### src/rtl/mdu_seq_if.sv
// Handshake and operand/result bundle for the sequential multiply/divide unit.
// The master side issues requests, and the slave side is the unit itself.
interface mdu_seq_if #(
  parameter int unsigned WIDTH = 32
);
  logic                 start;
  logic                 op;
  logic                 ifunsigned;
  logic [WIDTH-1:0]     A;
  logic [WIDTH-1:0]     B;
  logic                 flush;
  logic                 busy;
  logic                 done;
  logic [2*WIDTH-1:0]   Result;
  logic                 zero;
  logic                 div_by_zero;

  modport master (
    output start, op, ifunsigned, A, B, flush,
    input  busy, done, Result, zero, div_by_zero
  );

  modport slave (
    input  start, op, ifunsigned, A, B, flush,
    output busy, done, Result, zero, div_by_zero
  );
endinterface

### src/rtl/mdu_seq.sv
// Iterative multiply/divide unit: radix-2 shift-add multiply and restoring divide.
// It runs on operand magnitudes and applies the sign correction in a final fix-up cycle.
module mdu_seq #(
  parameter int unsigned WIDTH = 32
) (
  input  logic       clk,
  input  logic       rst_n,
  mdu_seq_if.slave   bus
);

  localparam int unsigned CNT_W = $clog2(WIDTH);
  localparam int unsigned ACC_W = 2 * WIDTH + 1;

  typedef enum logic [1:0] {StIdle, StRun, StFix, StDone} state_e;

  state_e               state_q;
  logic [CNT_W-1:0]     cnt_q;
  logic [ACC_W-1:0]     acc_q;
  logic [WIDTH-1:0]     mb_q;
  logic                 op_q;
  logic                 neg_a_q;
  logic                 neg_res_q;
  logic                 busy_q;
  logic                 done_q;
  logic                 zero_q;
  logic                 dbz_q;
  logic [2*WIDTH-1:0]   result_q;

  logic                 neg_a;
  logic                 neg_b;
  logic                 b_zero;
  logic [WIDTH-1:0]     mag_a;
  logic [WIDTH-1:0]     mag_b;

  always_comb begin
    neg_a  = ~bus.ifunsigned & bus.A[WIDTH-1];
    neg_b  = ~bus.ifunsigned & bus.B[WIDTH-1];
    mag_a  = neg_a ? (~bus.A + WIDTH'(1)) : bus.A;
    mag_b  = neg_b ? (~bus.B + WIDTH'(1)) : bus.B;
    b_zero = (bus.B == '0);
  end

  // Accumulator layout: {spare, high half, low half}. Multiply shifts right and
  // adds into the high half; divide shifts left and trial-subtracts from it.
  logic [WIDTH:0]       mul_sum;
  logic [ACC_W-1:0]     mul_next;
  logic [ACC_W-1:0]     div_sh;
  logic [WIDTH+1:0]     div_diff;
  logic [ACC_W-1:0]     div_next;
  logic [ACC_W-1:0]     step_next;

  always_comb begin
    mul_sum   = acc_q[2*WIDTH:WIDTH] + {1'b0, (acc_q[0] ? mb_q : {WIDTH{1'b0}})};
    mul_next  = {1'b0, mul_sum, acc_q[WIDTH-1:1]};
    div_sh    = {acc_q[2*WIDTH-1:0], 1'b0};
    div_diff  = {1'b0, div_sh[2*WIDTH:WIDTH]} - {2'b00, mb_q};
    div_next  = div_diff[WIDTH+1] ? div_sh
                                  : {div_diff[WIDTH:0], div_sh[WIDTH-1:1], 1'b1};
    step_next = op_q ? div_next : mul_next;
  end

  logic [2*WIDTH-1:0]   prod;
  logic [WIDTH-1:0]     quo;
  logic [WIDTH-1:0]     rem;
  logic [2*WIDTH-1:0]   fix_result;

  // Remainder follows the dividend's sign; quotient/product follow the sign XOR.
  always_comb begin
    prod = acc_q[2*WIDTH-1:0];
    quo  = acc_q[WIDTH-1:0];
    rem  = acc_q[2*WIDTH-1:WIDTH];
    if (op_q) begin
      fix_result = {(neg_a_q ? -rem : rem), (neg_res_q ? -quo : quo)};
    end else begin
      fix_result = neg_res_q ? -prod : prod;
    end
  end

  always_ff @(posedge clk or negedge rst_n) begin
    if (!rst_n) begin
      state_q   <= StIdle;
      cnt_q     <= '0;
      acc_q     <= '0;
      mb_q      <= '0;
      op_q      <= 1'b0;
      neg_a_q   <= 1'b0;
      neg_res_q <= 1'b0;
      busy_q    <= 1'b0;
      done_q    <= 1'b0;
      zero_q    <= 1'b0;
      dbz_q     <= 1'b0;
      result_q  <= '0;
    end else begin
      case (state_q)
        StIdle, StDone: begin
          done_q  <= 1'b0;
          state_q <= StIdle;
          if (bus.start && !bus.flush) begin
            if (bus.op && b_zero) begin
              // Divide by zero short-circuits the iteration entirely.
              state_q  <= StDone;
              done_q   <= 1'b1;
              result_q <= {bus.A, {WIDTH{1'b1}}};
              zero_q   <= 1'b0;
              dbz_q    <= 1'b1;
            end else begin
              state_q   <= StRun;
              busy_q    <= 1'b1;
              cnt_q     <= CNT_W'(WIDTH - 1);
              acc_q     <= {{(WIDTH + 1){1'b0}}, mag_a};
              mb_q      <= mag_b;
              op_q      <= bus.op;
              neg_a_q   <= neg_a;
              neg_res_q <= neg_a ^ neg_b;
            end
          end
        end
        StRun: begin
          if (bus.flush) begin
            state_q <= StIdle;
            busy_q  <= 1'b0;
          end else begin
            acc_q <= step_next;
            cnt_q <= cnt_q - CNT_W'(1);
            if (cnt_q == '0) begin
              state_q <= StFix;
            end
          end
        end
        StFix: begin
          busy_q <= 1'b0;
          if (bus.flush) begin
            state_q <= StIdle;
          end else begin
            state_q  <= StDone;
            done_q   <= 1'b1;
            result_q <= fix_result;
            zero_q   <= (fix_result == '0);
            dbz_q    <= 1'b0;
          end
        end
        default: begin
          state_q <= StIdle;
          busy_q  <= 1'b0;
          done_q  <= 1'b0;
        end
      endcase
    end
  end

  assign bus.busy        = busy_q;
  assign bus.done        = done_q;
  assign bus.Result      = result_q;
  assign bus.zero        = zero_q;
  assign bus.div_by_zero = dbz_q;

endmodule

### src/flat_wrapper.sv
// flat-port wrapper written by rule: the top's interface ports become plain ports
module mdu_seq_flat 
#(
  parameter int unsigned WIDTH = 32
)
  (clk, rst_n, bus_start, bus_op, bus_ifunsigned, bus_A, bus_B, bus_flush, bus_busy, bus_done, bus_Result, bus_zero, bus_div_by_zero);
  mdu_seq_if #(.WIDTH(WIDTH)) bus_i ();
  input  logic clk;
  input  logic rst_n;
  input wire logic [$bits(bus_i.start)-1:0] bus_start;
  input wire logic [$bits(bus_i.op)-1:0] bus_op;
  input wire logic [$bits(bus_i.ifunsigned)-1:0] bus_ifunsigned;
  input wire logic [$bits(bus_i.A)-1:0] bus_A;
  input wire logic [$bits(bus_i.B)-1:0] bus_B;
  input wire logic [$bits(bus_i.flush)-1:0] bus_flush;
  output wire logic [$bits(bus_i.busy)-1:0] bus_busy;
  output wire logic [$bits(bus_i.done)-1:0] bus_done;
  output wire logic [$bits(bus_i.Result)-1:0] bus_Result;
  output wire logic [$bits(bus_i.zero)-1:0] bus_zero;
  output wire logic [$bits(bus_i.div_by_zero)-1:0] bus_div_by_zero;
  assign bus_i.start = bus_start;
  assign bus_i.op = bus_op;
  assign bus_i.ifunsigned = bus_ifunsigned;
  assign bus_i.A = bus_A;
  assign bus_i.B = bus_B;
  assign bus_i.flush = bus_flush;
  assign bus_busy = bus_i.busy;
  assign bus_done = bus_i.done;
  assign bus_Result = bus_i.Result;
  assign bus_zero = bus_i.zero;
  assign bus_div_by_zero = bus_i.div_by_zero;
  mdu_seq #(.WIDTH(WIDTH)) u_core (.clk(clk), .rst_n(rst_n), .bus(bus_i));
endmodule
### config.mk
export PLATFORM = sky130hd
export DESIGN_NAME = mdu_seq_flat
export DESIGN_NICKNAME = d
export VERILOG_FILES = /design/src/rtl/mdu_seq_if.sv /design/src/rtl/mdu_seq.sv /design/src/flat_wrapper.sv
export SDC_FILE = /design/constraint.sdc
export NUM_CORES = 1
export LEC_CHECK = 0
export CORE_MARGIN = 2
export CORE_UTILIZATION = 59
export CTS_CLUSTER_SIZE = 28
export DETAILED_ROUTE_END_ITERATION = 7
export MAX_ROUTING_LAYER = met4
export PLACE_DENSITY = 0.91
export RECOVER_POWER = 50
export SLEW_MARGIN = 20
export SYNTH_ARGS = -nofsm -noshare
export SYNTH_HDL_FRONTEND = slang
export SYNTH_SLANG_ARGS = --single-unit
### constraint.sdc
create_clock -name clk -period 4.2 [get_ports clk]
set_input_delay 1.05 -clock clk [delete_from_list [all_inputs] [get_ports clk]]
set_output_delay 1.05 -clock clk [all_outputs]
set_load 0.03 [all_outputs]
==> impl_metrics.py <==
metrics = {
    "run_status": {
        "status": "finished with violations",
        "violations": "max-capacitance violations, max-slew violations",
    },
    "setup_path": {
        "crit_path_max_fanout": 16,
        "start_kind": "input port",
        "crit_family": "simple AND/OR/NAND/NOR gates",
        "reg2reg_slack_ps": 180,
        "path_common_cell": "buf_4",
        "r2r_start": "u_core.acc_q[0]",
        "reg2reg_to": "u_core.bus.zero",
        "max_stage_delay_ps": 540,
        "crit_required_ps": 4570,
        "crit_path_cell_trace": "clkdlybuf4s50_1 > or4_4 > or3_4 > nor3_4 > or4b_4 > and4bb_4 > buf_6 > nand3_2 > buf_4 > a21oi_4 > buf_4 > clkbuf_16 > nor2_1 > a31oi_1",
        "path_buf_inv": 5,
        "crit_arrival_ps": 4540,
        "critical-path-slowest-cell": "or4_4",
        "reg2reg_depth": 13,
        "path_class": "input port to register",
        "crit_path_end_kind": "register",
    },
    "timing": {
        "tightest_slew_ps": 1940,
        "slew_viol_final": 32,
        "slew-limit-headroom_pct": -29.2,
        "period_share_pct": 99.3,
        "hold_viol_final": 0,
        "fin_ws_ps": 31.0,
        "fmax_ghz": 0.240,
        "setup_tns_ps": 0,
        "setup-violations-final": 0,
        "fin_skew_ps": 22.0,
        "min_period_ps": 4170,
        "whs_ps": 480,
    },
    "yosys": {
        "synth_compound_area_share_pct": 23.6,
        "async_reset_ff_share_pct": 100,
        "seq_area_frac_synth_pct": 29.7,
        "synth_top_area_share_pct": 29.7,
        "synth_simple_gate_area_share_pct": 20.5,
        "synth_nets": 2040,
        "yosysWarningCount": 0,
        "synthAdderAreaFrac_pct": 6.38,
        "ys_ff_latch": 175,
        "synth_top_family_by_area": "compound AO/OA/AOI/OAI gates",
        "synthXorXnorAreaFrac_pct": 10.6,
        "synth_top_area_cell": "dfrtp_1",
        "ys.flop_type": "dfrtp_1",
        "avgSynthCellArea_um2": 7.78,
        "netlist_instances": 1896,
        "synthMuxAreaShare_pct": 4.32,
        "synth_top_cells_by_area": "dfrtp_1 (30%), o21ai_0 (7.5%), ha_1 (6.1%), nand2_1 (5.8%), xnor2_1 (5.6%)",
        "syn_area_mm2": 0.0148,
        "synth_edf_count": 0,
        "synth.lib_cells_used.distinct": 78,
    },
    "layout": {
        "layout_commonest_cell": "nand2_1",
        "final_core_util_pct": 72.7,
        "diodes": 0,
        "finalNonFillerCells": 2391,
        "drive_above_1_share_pct": 9.39,
        "layout_common_cells": "nand2_1 (228), o21ai_0 (222), nor2_1 (181)",
        "areaGrowthSynthToFinish_pct": 20.5,
        "finalInstanceArea_mm2": 0.0178,
        "finalNetCount": 2198,
    },
    "floorplanning": {
        "die_w_um": 162,
        "dieArea_mm2": 0.0263,
        "fp.dieH_um": 162,
        "core-area_mm2": 0.0245,
        "start_util_pct": 60.3,
        "num_rows": 57,
        "io_pins": 138,
    },
    "global_routing": {
        "grtUsageMet2_pct": 59.6,
        "grt_use_total_pct": 37.1,
        "antenna_found_initial": 0,
        "grt_max_degree": 73,
        "met1_usage_pct": 44.5,
        "grt_pass1_wl_um": 75500,
        "overflow": 0,
        "grtUsageMet3_pct": 6.95,
        "gr-max-usage-layer": "met2",
        "grt_pass1_vias": 14700,
    },
    "clocking": {
        "cts_tree": "built",
        "cts_buffers": 17,
        "clkSinkCount": 175,
        "cts.htree.levels": 4,
        "cts_root_buf": "clkbuf_16",
        "clk_latency_ps": 460,
        "clk_path_buf_depth": 2,
        "path_clk_slew_ps": 80,
    },
    "detailed_routing": {
        "vias": 15400,
        "wl_per_cell_um": 20.2,
        "antenna_left": 0,
        "drtPass1Iterations": 7,
        "drc_errors": 0,
        "routed_wl_um": 48300,
        "viasPerCell": 6.45,
        "drtIter0Drc": 1820,
    },
    "pwr": {
        "total_leakage_power_nw": 7.78,
        "switching_share_pct": 52.7,
        "power_frac_clock_pct": 10.9,
        "power_frac_seq_pct": 22.0,
        "p_int_mw": 7.00,
        "combPwrFrac_pct": 67.2,
        "report.power.total_mw": 14.8,
        "netSwitchingPower_mw": 7.80,
        "vdd_drop_max_uv": 390,
        "powerDensity_mw_per_mm2": 833,
    },
    "hold_path": {
        "hold_path_class": "register to register",
        "hold-path-endpoint": "u_core.bus.Result[51]",
        "worstHoldStart": "u_core.bus.Result[51]",
        "hold_depth": 2,
    },
    "job": {
        "max-cap-violations": 1,
    },
    "placement": {
        "place_ws_ps": -587,
        "place_hpwl_um": 35400,
        "port_buffers": 137,
        "place.gp.congestion": 1.07,
        "place_inst": 2350,
        "placed_area_mm2": 0.0170,
    },
}
## flip-flops by register name (all words and copies together) (netlist names), 2 cells and up
register	count
u_core.acc_q	65
u_core.bus.Result	64
u_core.mb_q	32
u_core.cnt_q	5
u_core.state_q	2
## metal layers
layer,up-vias,routed length [µm]
met5,-,0
met4,0,2960
met3,214,4520
met2,930,22200
met1,7227,18500
li1,7048,-
## worst min-delay path, cell delays in order (launching register included)
cell     delay (ps)
dfrtp_1         340
nand2_1          50
o21ai_0          60
## timing repair
| item | in CTS | in global routing |
|---|---|---|
| hold endpoints to repair | 0 | 0 |
| buffers inserted | 1 | 4 |
| pin swaps | 1 | 4 |
| resized for setup | 5 | 13 |
| setup endpoints to repair | 53 | 141 |
| cloned | 1 | 4 |
| hold buffers | 0 | 0 |
## worst max-delay path by stage
| stage | from | to | slack, ps | cells after the start |
|---|---|---|---|---|
| 2_1_floorplan | bus_B[20] | u_core.bus.Result[40] | 210 | 11 |
| 4_1_cts | bus_B[20] | u_core.bus.Result[0] | 10 | 14 |
| 5_1_grt | bus_B[20] | u_core.bus.Result[22] | -100 | 14 |
| 3_5_place_dp | bus_B[20] | u_core.acc_q[58] | -590 | 10 |
| 3_3_place_gp | bus_B[20] | u_core.acc_q[59] | -510 | 10 |
| 6_report | bus_B[20] | u_core.bus.Result[25] | 30 | 14 |
## power by group through the flow
stage / Combinational (mW) / Sequential (mW) / Clock, mW
6_report: 9.94 / 3.25 / 1.61
5_1_grt: 10.8 / 3.34 / 1.68
4_1_cts: 9.68 / 3.21 / 1.61
3_5_place_dp: 9.59 / 3.24 / 0
3_3_place_gp: 9.31 / 3.19 / 0
2_1_floorplan: 6.27 / 3.52 / 0
## logic make-up after synthesis
logic type | count (synthesis)
buffers and inverters | 183
AO/OA/AOI/OAI | 583
AND/OR/NAND/NOR | 640
flip-flops | 175
adder cells (fa/ha/maj) | 74
XOR/XNOR | 178
multiplexers | 63
## cell type report
cell class / count / area (µm²)
Multi-Input combinational cell: 1538 / 9730
Fill cell: 1805 / 6690
Inverter: 74 / 278
Clock inverter: 15 / 161
Tap cell: 324 / 405
Timing Repair Buffer: 248 / 2400
Clock buffer: 17 / 425
Sequential cell: 175 / 4380
## Yosys cell counts, drive strengths merged, types with 11 or more instances
library cell	instances
a211oi	11
a21o	25
a21oi	149
a22oi	19
a31oi	45
buf	32
clkbuf	77
dfrtp	175
ha	72
inv	74
mux2i	57
nand2	228
nand2b	20
nand3	36
nand4	14
nor2	184
nor3	32
nor4	24
o21ai	227
o21bai	13
o31ai	25
or3	26
or4	18
xnor2	94
xor2	84
Power figures use the tool's default switching activity.
